==> src/rtl/decoder.sv <==
// Magma (GOST R 34.12-2015) 64-bit block decryptor, iterative, one Feistel round per clock.
// Latency: input handshake at edge T -> sm_tvalid_o high after edge T+32; one block per 34 cycles.
// Backpressure: ss_tready_o low from accept until the plaintext leaves; OUT holds while sm_tready_i=0.
module decoder #(
  parameter int                    TDATA_WIDTH = 64,
  parameter int                    KEY_WIDTH   = 256,
  parameter int                    K_WIDTH     = 32,
  parameter int                    R_WIDTH     = 32,
  parameter logic [KEY_WIDTH-1:0]  KEY         =
    256'hffeeddccbbaa99887766554433221100_f0f1f2f3f4f5f6f7f8f9fafbfcfdfeff
) (
  input  logic                   clk_i,
  input  logic                   rst_i,
  input  logic                   ss_tvalid_i,
  input  logic [TDATA_WIDTH-1:0] ss_tdata_i,
  output logic                   ss_tready_o,
  output logic                   sm_tvalid_o,
  output logic [TDATA_WIDTH-1:0] sm_tdata_o,
  input  logic                   sm_tready_i
);

  typedef enum logic [1:0] {
    IDLE = 2'd0,
    CALC = 2'd1,
    OUT  = 2'd2
  } state_t;

  // S-boxes pi0..pi7; entry j of each row sits at bits [63-4j -: 4] (entry 0 in the MSB nibble).
  localparam logic [63:0] PI [8] = '{
    64'hC462A5B9E8D703F1,
    64'h68239A5C1E47BD0F,
    64'hB3582FADE174C960,
    64'hC821D4F670A53E9B,
    64'h7F5A816D093EB42C,
    64'h5DF692CAB78143E0,
    64'h8E25691CF4B0DA37,
    64'h17ED05834FA69CB2
  };

  // g(k,a) = ROTL11(S(a + k mod 2^32)); pi0 substitutes the lowest nibble.
  function automatic logic [R_WIDTH-1:0] g_fn(input logic [K_WIDTH-1:0] k,
                                              input logic [R_WIDTH-1:0] a);
    logic [R_WIDTH-1:0] sum;
    logic [R_WIDTH-1:0] sub;
    sum = a + k;
    sub = '0;
    for (int n = 0; n < 8; n++) begin
      // entry j lives at bit offset (15-j)*4, and 15-j is just ~j for a nibble
      sub[4*n +: 4] = PI[n][{~sum[4*n +: 4], 2'b00} +: 4];
    end
    return {sub[20:0], sub[31:21]};
  endfunction

  state_t                 state_q;
  logic [4:0]             cnt_q;
  logic [R_WIDTH-1:0]     a1_q;
  logic [R_WIDTH-1:0]     a0_q;
  logic                   ss_tready_q;
  logic                   sm_tvalid_q;
  logic [TDATA_WIDTH-1:0] sm_tdata_q;

  logic [2:0]             key_idx;
  logic [K_WIDTH-1:0]     round_key;
  logic [R_WIDTH-1:0]     g_out;

  // Decrypt key order: K0..K7 once, then K7..K0 three times; K[i] is KEY word i from the top.
  always_comb begin
    key_idx   = (cnt_q < 5'd8) ? cnt_q[2:0] : ~cnt_q[2:0];
    round_key = KEY[{~key_idx, 5'd0} +: K_WIDTH];
    g_out     = g_fn(round_key, a0_q);
  end

  // Block FSM: load in IDLE, 32 rounds in CALC, hold the result in OUT until taken.
  always_ff @(posedge clk_i) begin
    if (rst_i) begin
      state_q     <= IDLE;
      cnt_q       <= 5'd0;
      a1_q        <= '0;
      a0_q        <= '0;
      ss_tready_q <= 1'b1;
      sm_tvalid_q <= 1'b0;
      sm_tdata_q  <= '0;
    end else begin
      case (state_q)
        IDLE: begin
          if (ss_tvalid_i) begin
            a1_q        <= ss_tdata_i[63:32];
            a0_q        <= ss_tdata_i[31:0];
            cnt_q       <= 5'd0;
            ss_tready_q <= 1'b0;
            state_q     <= CALC;
          end
        end
        CALC: begin
          cnt_q <= cnt_q + 5'd1;
          if (cnt_q == 5'd31) begin
            // last round skips the half swap
            sm_tdata_q  <= {a1_q ^ g_out, a0_q};
            sm_tvalid_q <= 1'b1;
            state_q     <= OUT;
          end else begin
            a1_q <= a0_q;
            a0_q <= a1_q ^ g_out;
          end
        end
        OUT: begin
          if (sm_tready_i) begin
            sm_tvalid_q <= 1'b0;
            ss_tready_q <= 1'b1;
            state_q     <= IDLE;
          end
        end
        default: begin
          state_q <= IDLE;
        end
      endcase
    end
  end

  assign ss_tready_o = ss_tready_q;
  assign sm_tvalid_o = sm_tvalid_q;
  assign sm_tdata_o  = sm_tdata_q;

endmodule

==> config.mk <==
export PLATFORM = sky130hd
export DESIGN_NAME = decoder
export DESIGN_NICKNAME = d
export VERILOG_FILES = /design/src/rtl/decoder.sv
export SDC_FILE = /design/constraint.sdc
export NUM_CORES = 1
export LEC_CHECK = 0
export BUFFER_PORTS_ARGS = -buffer_cell sky130_fd_sc_hd__buf_2
export CAP_MARGIN = 20
export CORE_MARGIN = 2
export CORE_UTILIZATION = 59
export DETAILED_ROUTE_END_ITERATION = 12
export GPL_TIMING_DRIVEN = 1
export HOLD_SLACK_MARGIN = 0.02
export PLACE_DENSITY = 0.86
export REMOVE_ABC_BUFFERS = 1
export SLEW_MARGIN = 25
export SYNTH_ARGS = -nofsm -noshare
export SYNTH_HDL_FRONTEND = slang
export SYNTH_SLANG_ARGS = --single-unit
export TNS_END_PERCENT = 5
==> constraint.sdc <==
create_clock -name clk_i -period 5.6 [get_ports clk_i]
set_input_delay 0.84 -clock clk_i [delete_from_list [all_inputs] [get_ports clk_i]]
set_output_delay 0.84 -clock clk_i [all_outputs]
set_load 0.05 [all_outputs]
======== Word level (Yosys, flattened, before mapping) ========
Index checks and enable logic that the tools add are counted.
word-level totals
  memory bits (read-only) ................. 0
  memories ................................ 0
  latch bits .............................. 0
  word-level logic and storage cells ...... 66
  memory bits (writable) .................. 0
  bits of input ports ..................... 68
  output and inout port bits .............. 66
  register bits ........................... 137
operators by class
  multipliers ............................. 0
  eq/ne operators ......................... 7
  reduce and logical (&&, ||, !) cells .... 10
  mux-type cells .......................... 19
  shift-type cells ........................ 9
  divide/modulo/power cells ............... 0
  $lt $le $gt $ge ......................... 1
  add/sub/neg operators ................... 2
  bitwise operators ....................... 11
operator list
  cell                                                          number
  variable part select 64 x 7 -> 4 bit, first input constant    8
  variable part select 256 x 9 -> 32 bit, first input constant  1
  two-way mux 32 bit                                            4
  one-hot mux 32 bit (2 select lines)                           2
  adder 32 bit                                                  1
  inverter 4 bit                                                8
  XOR 32 bit                                                    1
  AND reduction 3 bit                                           4
  one-hot mux 5 bit (2 select lines)                            1
  inequality test 2 bit, second input constant                  4
  two-way mux 2 bit                                             3
  inverter 3 bit                                                2
  one-hot mux 2 bit (3 select lines)                            1
  nonzero test 2 bit                                            3
  adder 5 x 1 -> 5 bit, second input constant                   1
  == test 5 bit, second input constant                          1
  < comparator 5 x 4 -> 1 bit, second input constant            1
  two-way mux 5 bit                                             1
  two-way mux 1 bit                                             4
  one-hot mux 1 bit (2 select lines)                            2
  AND reduction 2 bit                                           2
  two-way mux 3 bit                                             1
  == test 2 x 1 -> 1 bit, second input constant                 1
  == test 2 bit, second input constant                          1
  logical NOT 2 bit                                             1

======== Depth between registers and ports, before layout ========
Gate-level depths: netlist (run 1).
  depth in word-level cells ............... 10
  depth in mapped cells ................... 22
  mapped depth without buffers ............ 19

======== Worst setup path before layout (run 1) ========
No wires, ideal clock.
  path type ............................... reg2reg
  start ................................... reg cnt_q[3]
  end ..................................... reg a0_q[23]
  buffers on the path ..................... 4
  arrival time ............................ 4.279 ns
  data required time ...................... 5.472 ns
  slack ................................... 1.193 ns
  clock period less this slack ............ 4.407 ns
  cell stages (with the launch flop) ...... 23
  setup time .............................. 0.128 ns
  cell sequence ........................... dfxtp_1 buf_6 or3_1 buf_4 nand2_4 buf_6 buf_2 xnor2_1 ha_1 o211ai_1 a211o_1 a31oi_2 nor4_2 nor2b_1 xnor2_1 inv_1 ha_1 or2_2 mux4_2 xnor2_1 o211ai_1 o21ai_1 nor2_1
between the ends
  cells in the longest elaborated chain, start to end .. 10
  elaborated cells between the ends (all ways) .. 13
  classes of those cells .................. 1 x add/sub; 1 x order compare; 2 x eq/ne; 2 x shift; 3 x mux; 3 x bitwise; 1 x reduce/logical
RTL lines
  element                                 RTL line  RTL
  start, declared                         55        logic [4:0] cnt_q;
  start signal, assigned                  95        cnt_q <= cnt_q + 5'd1;
  < comparator 5 x 4 -> 1 bit             68        key_idx = (cnt_q < 5'd8) ? cnt_q[2:0] : ~cnt_q[2:0];
  two-way mux 3 bit                       68
  inverter 3 bit                          69        round_key = KEY[{~key_idx, 5'd0} +: K_WIDTH];
  variable part select 256 x 9 -> 32 bit  69
  adder 32 bit                            45        sum = a + k;
  inverter 4 bit                          49        sub[4*n +: 4] = PI[n][{~sum[4*n +: 4], 2'b00} +: 4];
  variable part select 64 x 7 -> 4 bit    49
  XOR 32 bit                              103       a0_q <= a1_q ^ g_out;
  two-way mux 32 bit                      96        if (cnt_q == 5'd31) begin
  one-hot mux 32 bit (2 select lines)     84        case (state_q)
  end signal, assigned                    88        a0_q <= ss_tdata_i[31:0];
  end signal, assigned                    103
  end, declared                           57        logic [R_WIDTH-1:0] a0_q;
Parallel ways exist; a longest one is shown, timed or not. The select of a mux whose other input is x is not followed.
A chain may end at the register's enable or synchronous reset.

======== Worst setup path after layout (run 1) ========
Same ends and word-level chain as after synthesis.

==> summary.md, run 1 <==
| Metric | Value |
|---|---|
| Sw Pwr | 0.00163 W |
| Multiplexer area fraction after synthesis | 4.46% |
| Tmin final | 5.18 ns |
| Share of cells above drive strength 1 | 18.6% |
| Pwr per Cell Area | 390 nW/um^2 |
| Setup TNS | 0 ns |
| Post-route cell area | roughly 11000 sq um |
| Cell leakage power | 4.48 nW |
| Max rail drop VDD | 0.219 mV |
| Post-synth ARST share | 0% |
| Core Rows | 46 |
| Crit-path max FO | 10 |
| Critical path type | register to register |
| Ports | 134 |
| Final setup violation count | 0 |
| Initial DRC count | 783 |
| Total track usage | 30.0% |
| Final #Nets | 1391 |
| Clock group share of total power | 27.9% |
| Worst-path clk slew | around 0.060 ns |
| Final Skew | 0.00563 ns |
| Nature of the critical path endpoint | register |
| Hold Crit Class | register to register |
| Wire per inst | 17.2 microns |
| Die height | 131 microns |
| Initial antenna violation count | 0 |
| Slew Limit Fails | 0 |
| Adder-cell share of the synthesized area | about 8.0% |
| Warnings, synthesis | 0 |
| Unrepaired setup endpoints after global routing | false |
| Yosys reg bits | 137 |
| Post-route setup slack | 0.421 ns |
| Routed WL | 25600 microns |
| DR vias/cell | 5.99 |
| First-pass GRT wire length | roughly 41000 microns |
| Core ar. | 15800 sq um |
| Int Power | 0.00257 W |
| Post-Synth Simple-Gate Area | 19.2% |
| Most used DFF post-synth | dfxtp_1 |
| Placer Congestion | 0.953 |
| Starting Density | about three fifths |
| ANT cells | 0 |
| Antenna-violating nets left | 0 |
| HPWL after DPL | 18100 microns |
| Net Sw Frac | 38.9% |
| Power share of the combinational group | between 40% and 50% |
| Number of max-cap violations | 0 |
| Run status | completed |
| Number of synthesized flops with an enable pin | 0 |
| CTS Root Cell | clkbuf_16 |
| Worst setup SP type | register |
| GR Overflow Total | 0 |
| Data arrival time of the worst path | 5.47 ns |
| # fillers | 1343 |
| Final hold viol count | 0 |
| CTS Buffer Depth | 2 |
| Worst Path Required | 5.89 ns |
| Die span in x | 131 microns |
| Clk_lat worst skew | 0.43 ns |
| Pin count of the biggest net entering global routing | approximately 70 |
| Htree depth | 4 |
| Port bufs | 133 |
| Largest family of logic cells by synthesized area | compound AO/OA/AOI/OAI gates |
| TritonCTS Buffers | 17 |
| Vias in the first global route | 8133 |
| Post-synthesis xor/xnor area fraction | 8.71% |
| CTS tree | done |
| Register area share after synthesis | between 20 and 30% |
| Max Clk Rate | 0.193 GHz |
| Total placed cells including tap cells | 1462 |
| Tcrit/Tclk final | 92.5% |
| Clk sinks | 137 |
| Least-Margin Pin Slew | 0.955 ns |
| Vias post-DR | about 8900 |
| Cell Area, Placed | 10200 sq um |
| Cells after synthesis | 1185 |
| Final Non-Filler Cells | 1491 |
| Layout area overhead | 13.8% |
| Hold Buf Count CTS | 0 |
| DR pass1 iterations | 5 |
| Sequential share of power | roughly 28% |
| Synth Area in Compound Gates | 25.3% |
| Die Area | 17100 sq um |
| Number of distinct library cells after synthesis | between 90 and 100 |
| Worst rel slew slack | between 30% and 40% |
| Avg Cell Area, Syn | 7.98 sq um |
| Number of remaining DRC errors | 0 |
| Pre-CTS setup slack | 0.456 ns |
| Power Total | ~0.0042 W |
| Mapped cell area | about 9500 sq um |
[critical path, stage by stage (launching register included)]
cell and delay [ns]:
dfxtp_1 0.43, o21ai_2 0.53, nor2_1 0.08, a21oi_1 0.53, ha_1 0.42, nand2_1 0.23, a31oi_2 0.09, nor4_2 0.47
nor2b_1 0.12, xnor2_1 0.47, inv_1 0.17, ha_1 0.25, or2_2 0.29, mux4_2 0.47, xnor2_1 0.22, o211ai_1 0.11
o21ai_1 0.10, nor2_1 0.04
[power groups by stage]
stage	registers [W]	logic, W	clock network (W)
floorplan	0.00113	0.00146	0
global placement	0.00117	0.00178	0
detailed placement	0.00117	0.00183	0
CTS	0.00115	0.00186	0.00118
global route	0.00116	0.00207	0.00121
finish	0.00115	0.00187	0.00117
[state kept, by name, indices dropped and copies added (netlist names)]
signal       count
sm_tdata_o      64
a1_q            32
state_q          2
ss_tready_o      1
sm_tvalid_o      1
a0_q            32
cnt_q            5
[cells in the mapped netlist (3+ instances only)]
cell / n / area [sq um]
a22oi_1: 4 / 30.0
or2_2: 3 / 18.8
nor2b_1: 7 / 43.8
o41ai_4: 3 / 82.6
inv_2: 3 / 11.3
mux2i_1: 23 / 230
nand2_1: 196 / 736
xor2_2: 5 / 81.3
o31ai_1: 3 / 22.5
buf_2: 8 / 40.0
o2bb2ai_1: 3 / 26.3
clkbuf_1: 68 / 255
nand2b_1: 7 / 43.8
o211ai_1: 15 / 113
xor2_1: 11 / 96.3
a21oi_2: 4 / 35.0
ha_1: 58 / 726
o31a_1: 3 / 26.3
nor3_1: 13 / 65.1
dfxtp_1: 137 / 2740
buf_6: 4 / 45.0
or4_1: 4 / 30.0
a31oi_1: 17 / 106
a311oi_1: 37 / 324
mux2_2: 3 / 33.8
nand3_1: 14 / 70.1
and4_1: 6 / 52.6
a22o_1: 5 / 43.8
inv_1: 33 / 124
and2_1: 5 / 31.3
nor2_1: 126 / 473
a211oi_1: 25 / 188
nand4_1: 4 / 25.0
o21ai_1: 19 / 95.1
o221ai_1: 4 / 35.0
buf_4: 3 / 22.5
o21ai_0: 47 / 235
or3_1: 6 / 37.5
a211o_1: 3 / 26.3
a21o_1: 10 / 75.1
xnor2_1: 53 / 464
a21oi_1: 103 / 515
and3_1: 5 / 31.3
mux4_2: 7 / 158
xnor3_1: 3 / 67.6
[cells in the final DEF, fill, tap and decap left out, types with 10 or more instances in the layout]
cell type,Yosys,routed
a211oi_1,25,25
a21o_1,10,10
a21oi_1,103,101
a311oi_1,37,37
a31oi_1,17,17
buf_2,8,132
buf_4,3,13
clkbuf_16,0,17
dfxtp_1,137,137
ha_1,58,58
inv_1,33,33
mux2i_1,23,23
nand2_1,196,195
nand3_1,14,14
nor2_1,126,126
nor3_1,13,13
o211ai_1,15,15
o21ai_0,47,47
o21ai_1,19,19
xnor2_1,53,53
xor2_1,11,11
[layout make-up]
class                      instances  area, sq um  area share, %
clock buffer                      22          484           4.50
multi-input combinational        927         6240           58.0
sequential                       137         2740           25.5
clock inverter                     7          118           1.09
inverter                          36          135           1.25
timing repair buffer             146          778           7.23
tap                              216          270           2.51
[path summary, 6_finish.rpt]
check	from	endpoint	slack [ns]	cells past startpoint
worst min-delay path	sm_tdata_o[31]$_SDFFE_PP0P_	sm_tdata_o[31]$_SDFFE_PP0P_	0.45	2
worst min register to register	sm_tdata_o[31]$_SDFFE_PP0P_	sm_tdata_o[31]$_SDFFE_PP0P_	0.45	2
worst max-delay path	cnt_q[3]$_SDFFE_PP0P_	a0_q[23]$_SDFFE_PP0P_	0.42	17
worst max register to register	cnt_q[3]$_SDFFE_PP0P_	a0_q[23]$_SDFFE_PP0P_	0.42	17
[through the flow]
stage	hold slack, ns	util [%]
2_1_floorplan	0.453	-
3_3_place_gp	0.438	64.5
3_5_place_dp	0.443	64.5
4_1_cts	0.451	68.3
5_1_grt	0.468	68.3
6_report	0.449	68.3
[repair_timing]
item | 4_1_cts | 5_1_grt
setup buffers | 0 | 0
setup endpoints to repair | 0 | 1
hold endpoints to repair | 0 | 0
resized for setup | 0 | 1
[cells by family after synthesis]
kind of cell | count (synthesis)
and+or+nand+nor | 413
AOI/OAI and AO/OA | 343
DFF | 137
buffers and inverters | 121
xor gates and xnor gates | 77
adders and majority gates | 61
muxes | 33
[routing by layer]
layer	GRT usage, %	up-vias	routed length, microns
met1	39.9	4172	11200
met2	49.4	341	12100
li1	-	4364	-
met3	4.68	58	1570
met4	11.6	0	726
met5	0	-	0
(Power assumes the default switching activity.)
==> inputs of run 2 (changes only) <==
--- a/config.mk
+++ b/config.mk
@@ -7,12 +7,12 @@
 export LEC_CHECK = 0
 export BUFFER_PORTS_ARGS = -buffer_cell sky130_fd_sc_hd__buf_2
 export CAP_MARGIN = 20
-export CORE_MARGIN = 2
-export CORE_UTILIZATION = 59
+export CORE_MARGIN = 3
+export CORE_UTILIZATION = 55
 export DETAILED_ROUTE_END_ITERATION = 12
 export GPL_TIMING_DRIVEN = 1
 export HOLD_SLACK_MARGIN = 0.02
-export PLACE_DENSITY = 0.86
+export PLACE_DENSITY = 0.81
 export REMOVE_ABC_BUFFERS = 1
 export SLEW_MARGIN = 25
 export SYNTH_ARGS = -nofsm -noshare
==> run 2 against run 1 <==
  * Hold slack is essentially flat
  * Critical path depth is the same
  * First-iteration DRC count shrank 9.8%
  * Maximum frequency shrank 1.5%
==> summary.md, run 2 (same netlist as run 1, synthesis figures left out) <==
| Metric | Value |
|---|---|
| Crit-path max FO | 14 (was 10) |
| Hold Buf Count CTS | 0 (unchanged) |
| Worst setup SP type | register (unchanged) |
| Int Power | 0.00257 W (about the same) |
| GR Overflow Total | 0 (unchanged) |
| Die span in x | 137 microns (was 131 microns) |
| Clock group share of total power | 28.4% (was 27.9%) |
| Hold Crit Class | register to register (unchanged) |
| Worst rel slew slack | 45.0% (was 36.1%) |
| Wire per inst | 17.6 microns (was 17.2 microns) |
| DR pass1 iterations | 5 (unchanged) |
| Finished Core Util | 64.5% (was 68.3%) |
| Number of remaining DRC errors | 0 (unchanged) |
| Run status | completed (unchanged) |
| Vias in the first global route | 8257 (was 8133) |
| # fillers | 1465 (was 1343) |
| Tmin final | 5.26 ns (was 5.18 ns) |
| Top Metal Used | met4 (unchanged) |
| TritonCTS Buffers | 17 (unchanged) |
| Number of max-cap violations | 0 (unchanged) |
| Antenna-violating nets left | 0 (unchanged) |
| Worst Path Required | 5.90 ns (was 5.89 ns) |
| Initial DRC count | 706 (was 783) |
| Postcts setup bufs | 0 (unchanged) |
| Slew Limit Fails | 0 (unchanged) |
| Most frequent cells in the layout | nand2_1, dfxtp_1, buf_2 (unchanged) |
| Core ar. | 16700 sq um (was 15800 sq um) |
| Die height | 137 microns (was 131 microns) |
| Max rail drop VDD | 0.236 mV (was 0.219 mV) |
| ANT cells | 0 (unchanged) |
| Final #Nets | 1390 (was 1391) |
| Power share of the combinational group | 44.0% (was 44.6%) |
| CTS tree | done (unchanged) |
| Commonest non-fill, non-tap cell in the layout | nand2_1 (unchanged) |
| Pre-CTS setup slack | 0.476 ns (was 0.456 ns) |
| Pwr per Cell Area | 392 nW/um^2 (was 390 nW/um^2) |
| Layout area overhead | 13.9% (was 13.8%) |
| Wire length on met2 | 12200 microns (was 12100 microns) |
| Nature of the critical path endpoint | register (unchanged) |
| Final Skew | 0.0117 ns (was 0.00563 ns) |
| Initial antenna violation count | 0 (unchanged) |
| Power Total | 0.00422 W (was 0.00420 W) |
| Share of cells above drive strength 1 | 18.6% (about the same) |
| Max FFs per register | 64 (unchanged) |
| Critical path type | register to register (unchanged) |
| Final setup violation count | 0 (unchanged) |
| Placer Congestion | 0.989 (was 0.953) |
| Resized Gates After CTS | 0 (unchanged) |
| Least-Margin Pin Slew | 0.822 ns (was 0.955 ns) |
| Htree depth | 4 (unchanged) |
| Vias post-DR | 8987 (was 8935) |
| Clk sinks | 137 (unchanged) |
| Sw Pwr | 0.00165 W (was 0.00163 W) |
| Met1 WL | 11900 microns (was 11200 microns) |
| Max Clk Rate | 0.190 GHz (was 0.193 GHz) |
| Routed WL | 26300 microns (was 25600 microns) |
| Tcrit/Tclk final | 93.9% (was 92.5%) |
| Register-to-register setup slack | 0.34 ns (was 0.42 ns) |
| Core Rows | 47 (was 46) |
| Worst-path clk slew | 0.06 ns (about the same) |
| Clk_lat worst skew | 0.44 ns (was 0.43 ns) |
| Net Sw Frac | 39.1% (was 38.9%) |
| Cell leakage power | 4.48 nW (about the same) |
| Pin count of the biggest net entering global routing | 71 (unchanged) |
| CTS Root Cell | clkbuf_16 (unchanged) |
| Total track usage | 28.0% (was 30.0%) |
| Post-route setup slack | 0.343 ns (was 0.421 ns) |
| Final hold viol count | 0 (unchanged) |
| Metal3 WL | 1700 microns (was 1570 microns) |
| CTS Buffer Depth | 2 (unchanged) |
| Die Area | 18800 sq um (was 17100 sq um) |
| Ports | 134 (unchanged) |
| First-pass GRT wire length | 42100 microns (was 40700 microns) |
| Unrepaired setup endpoints after global routing | false (unchanged) |
| Data arrival time of the worst path | 5.56 ns (was 5.47 ns) |
| Port bufs | 133 (unchanged) |
| Sequential share of power | 27.5% (about the same) |
| DR vias/cell | 6.00 (was 5.99) |
| HPWL after DPL | 18200 microns (was 18100 microns) |
| Starting Density | 56.7% (was 60.0%) |
[run 2: cell types whose count changed in the layout (fill, tap and decap cells not counted)]
cell      before  now
a21oi_1      101  102
a21oi_2        5    4
buf_12         1    0
clkinv_2       1    2
clkinv_4       0    1
inv_6          0    1
[run 2: per-stage QoR]
step | setup TNS [ns] | instances | cell area [sq um] | hold WS (ns)
2_1_floorplan | -0.0760 | 1100 | 9090 | 0.453
6_report | 0 | 1497 | 10800 | 0.449
4_1_cts | 0 | 1497 | 10800 | 0.452
5_1_grt | 0 | 1497 | 10800 | 0.468
3_3_place_gp | 0 | 1465 | 10100 | 0.438
3_5_place_dp | 0 | 1465 | 10100 | 0.443
[run 2: cell type report]
| type | count | area, sq um | area share [%] |
|---|---|---|---|
| Multi-Input combinational cell | 927 | 6240 | 57.9 |
| Sequential cell | 137 | 2740 | 25.5 |
| Timing Repair Buffer | 145 | 758 | 7.04 |
| Clock buffer | 22 | 484 | 4.49 |
| Tap cell | 220 | 275 | 2.55 |
| Clock inverter | 10 | 140 | 1.30 |
| Inverter | 36 | 135 | 1.25 |
[run 2: per-layer routing]
| layer | track usage, % | vias to the layer above |
|---|---|---|
| met5 | 0 | - |
| met4 | 10.3 | 0 |
| met3 | 4.45 | 48 |
| met2 | 45.2 | 330 |
| met1 | 38.0 | 4239 |
| li1 | - | 4370 |
[run 2: final timing paths]
path,to,cells past startpoint,from
setup / recovery,a0_q[23]$_SDFFE_PP0P_,17,cnt_q[2]$_SDFFE_PP0P_
hold / removal,sm_tdata_o[18]$_SDFFE_PP0P_,2,sm_tdata_o[18]$_SDFFE_PP0P_
setup reg to reg,a0_q[23]$_SDFFE_PP0P_,17,cnt_q[2]$_SDFFE_PP0P_
hold reg to reg,sm_tdata_o[18]$_SDFFE_PP0P_,2,sm_tdata_o[18]$_SDFFE_PP0P_
[run 2: power by group through the flow]
| stage | combinational, W | clock [W] | sequential [W] |
|---|---|---|---|
| after global routing | 0.00205 | 0.00126 | 0.00117 |
| after detailed placement | 0.00182 | 0 | 0.00118 |
| after global placement | 0.00177 | 0 | 0.00118 |
| after CTS | 0.00184 | 0.00121 | 0.00116 |
| after floorplan | 0.00146 | 0 | 0.00113 |
| final | 0.00186 | 0.00120 | 0.00116 |
[run 2: critical path, cell delays in order (launching register included)]
cell and delay (ns):
dfxtp_1 0.49, nor3_4 0.69, a21oi_1 0.37, ha_1 0.42, a21oi_1 0.19, a21oi_1 0.09, o2bb2ai_1 0.30, o41a_1 0.29
o21ai_0 0.15, xnor2_1 0.45, inv_1 0.19, ha_1 0.27, or2_2 0.30, mux4_2 0.46, xnor2_1 0.20, o211ai_1 0.10
o21ai_1 0.11, nor2_1 0.05
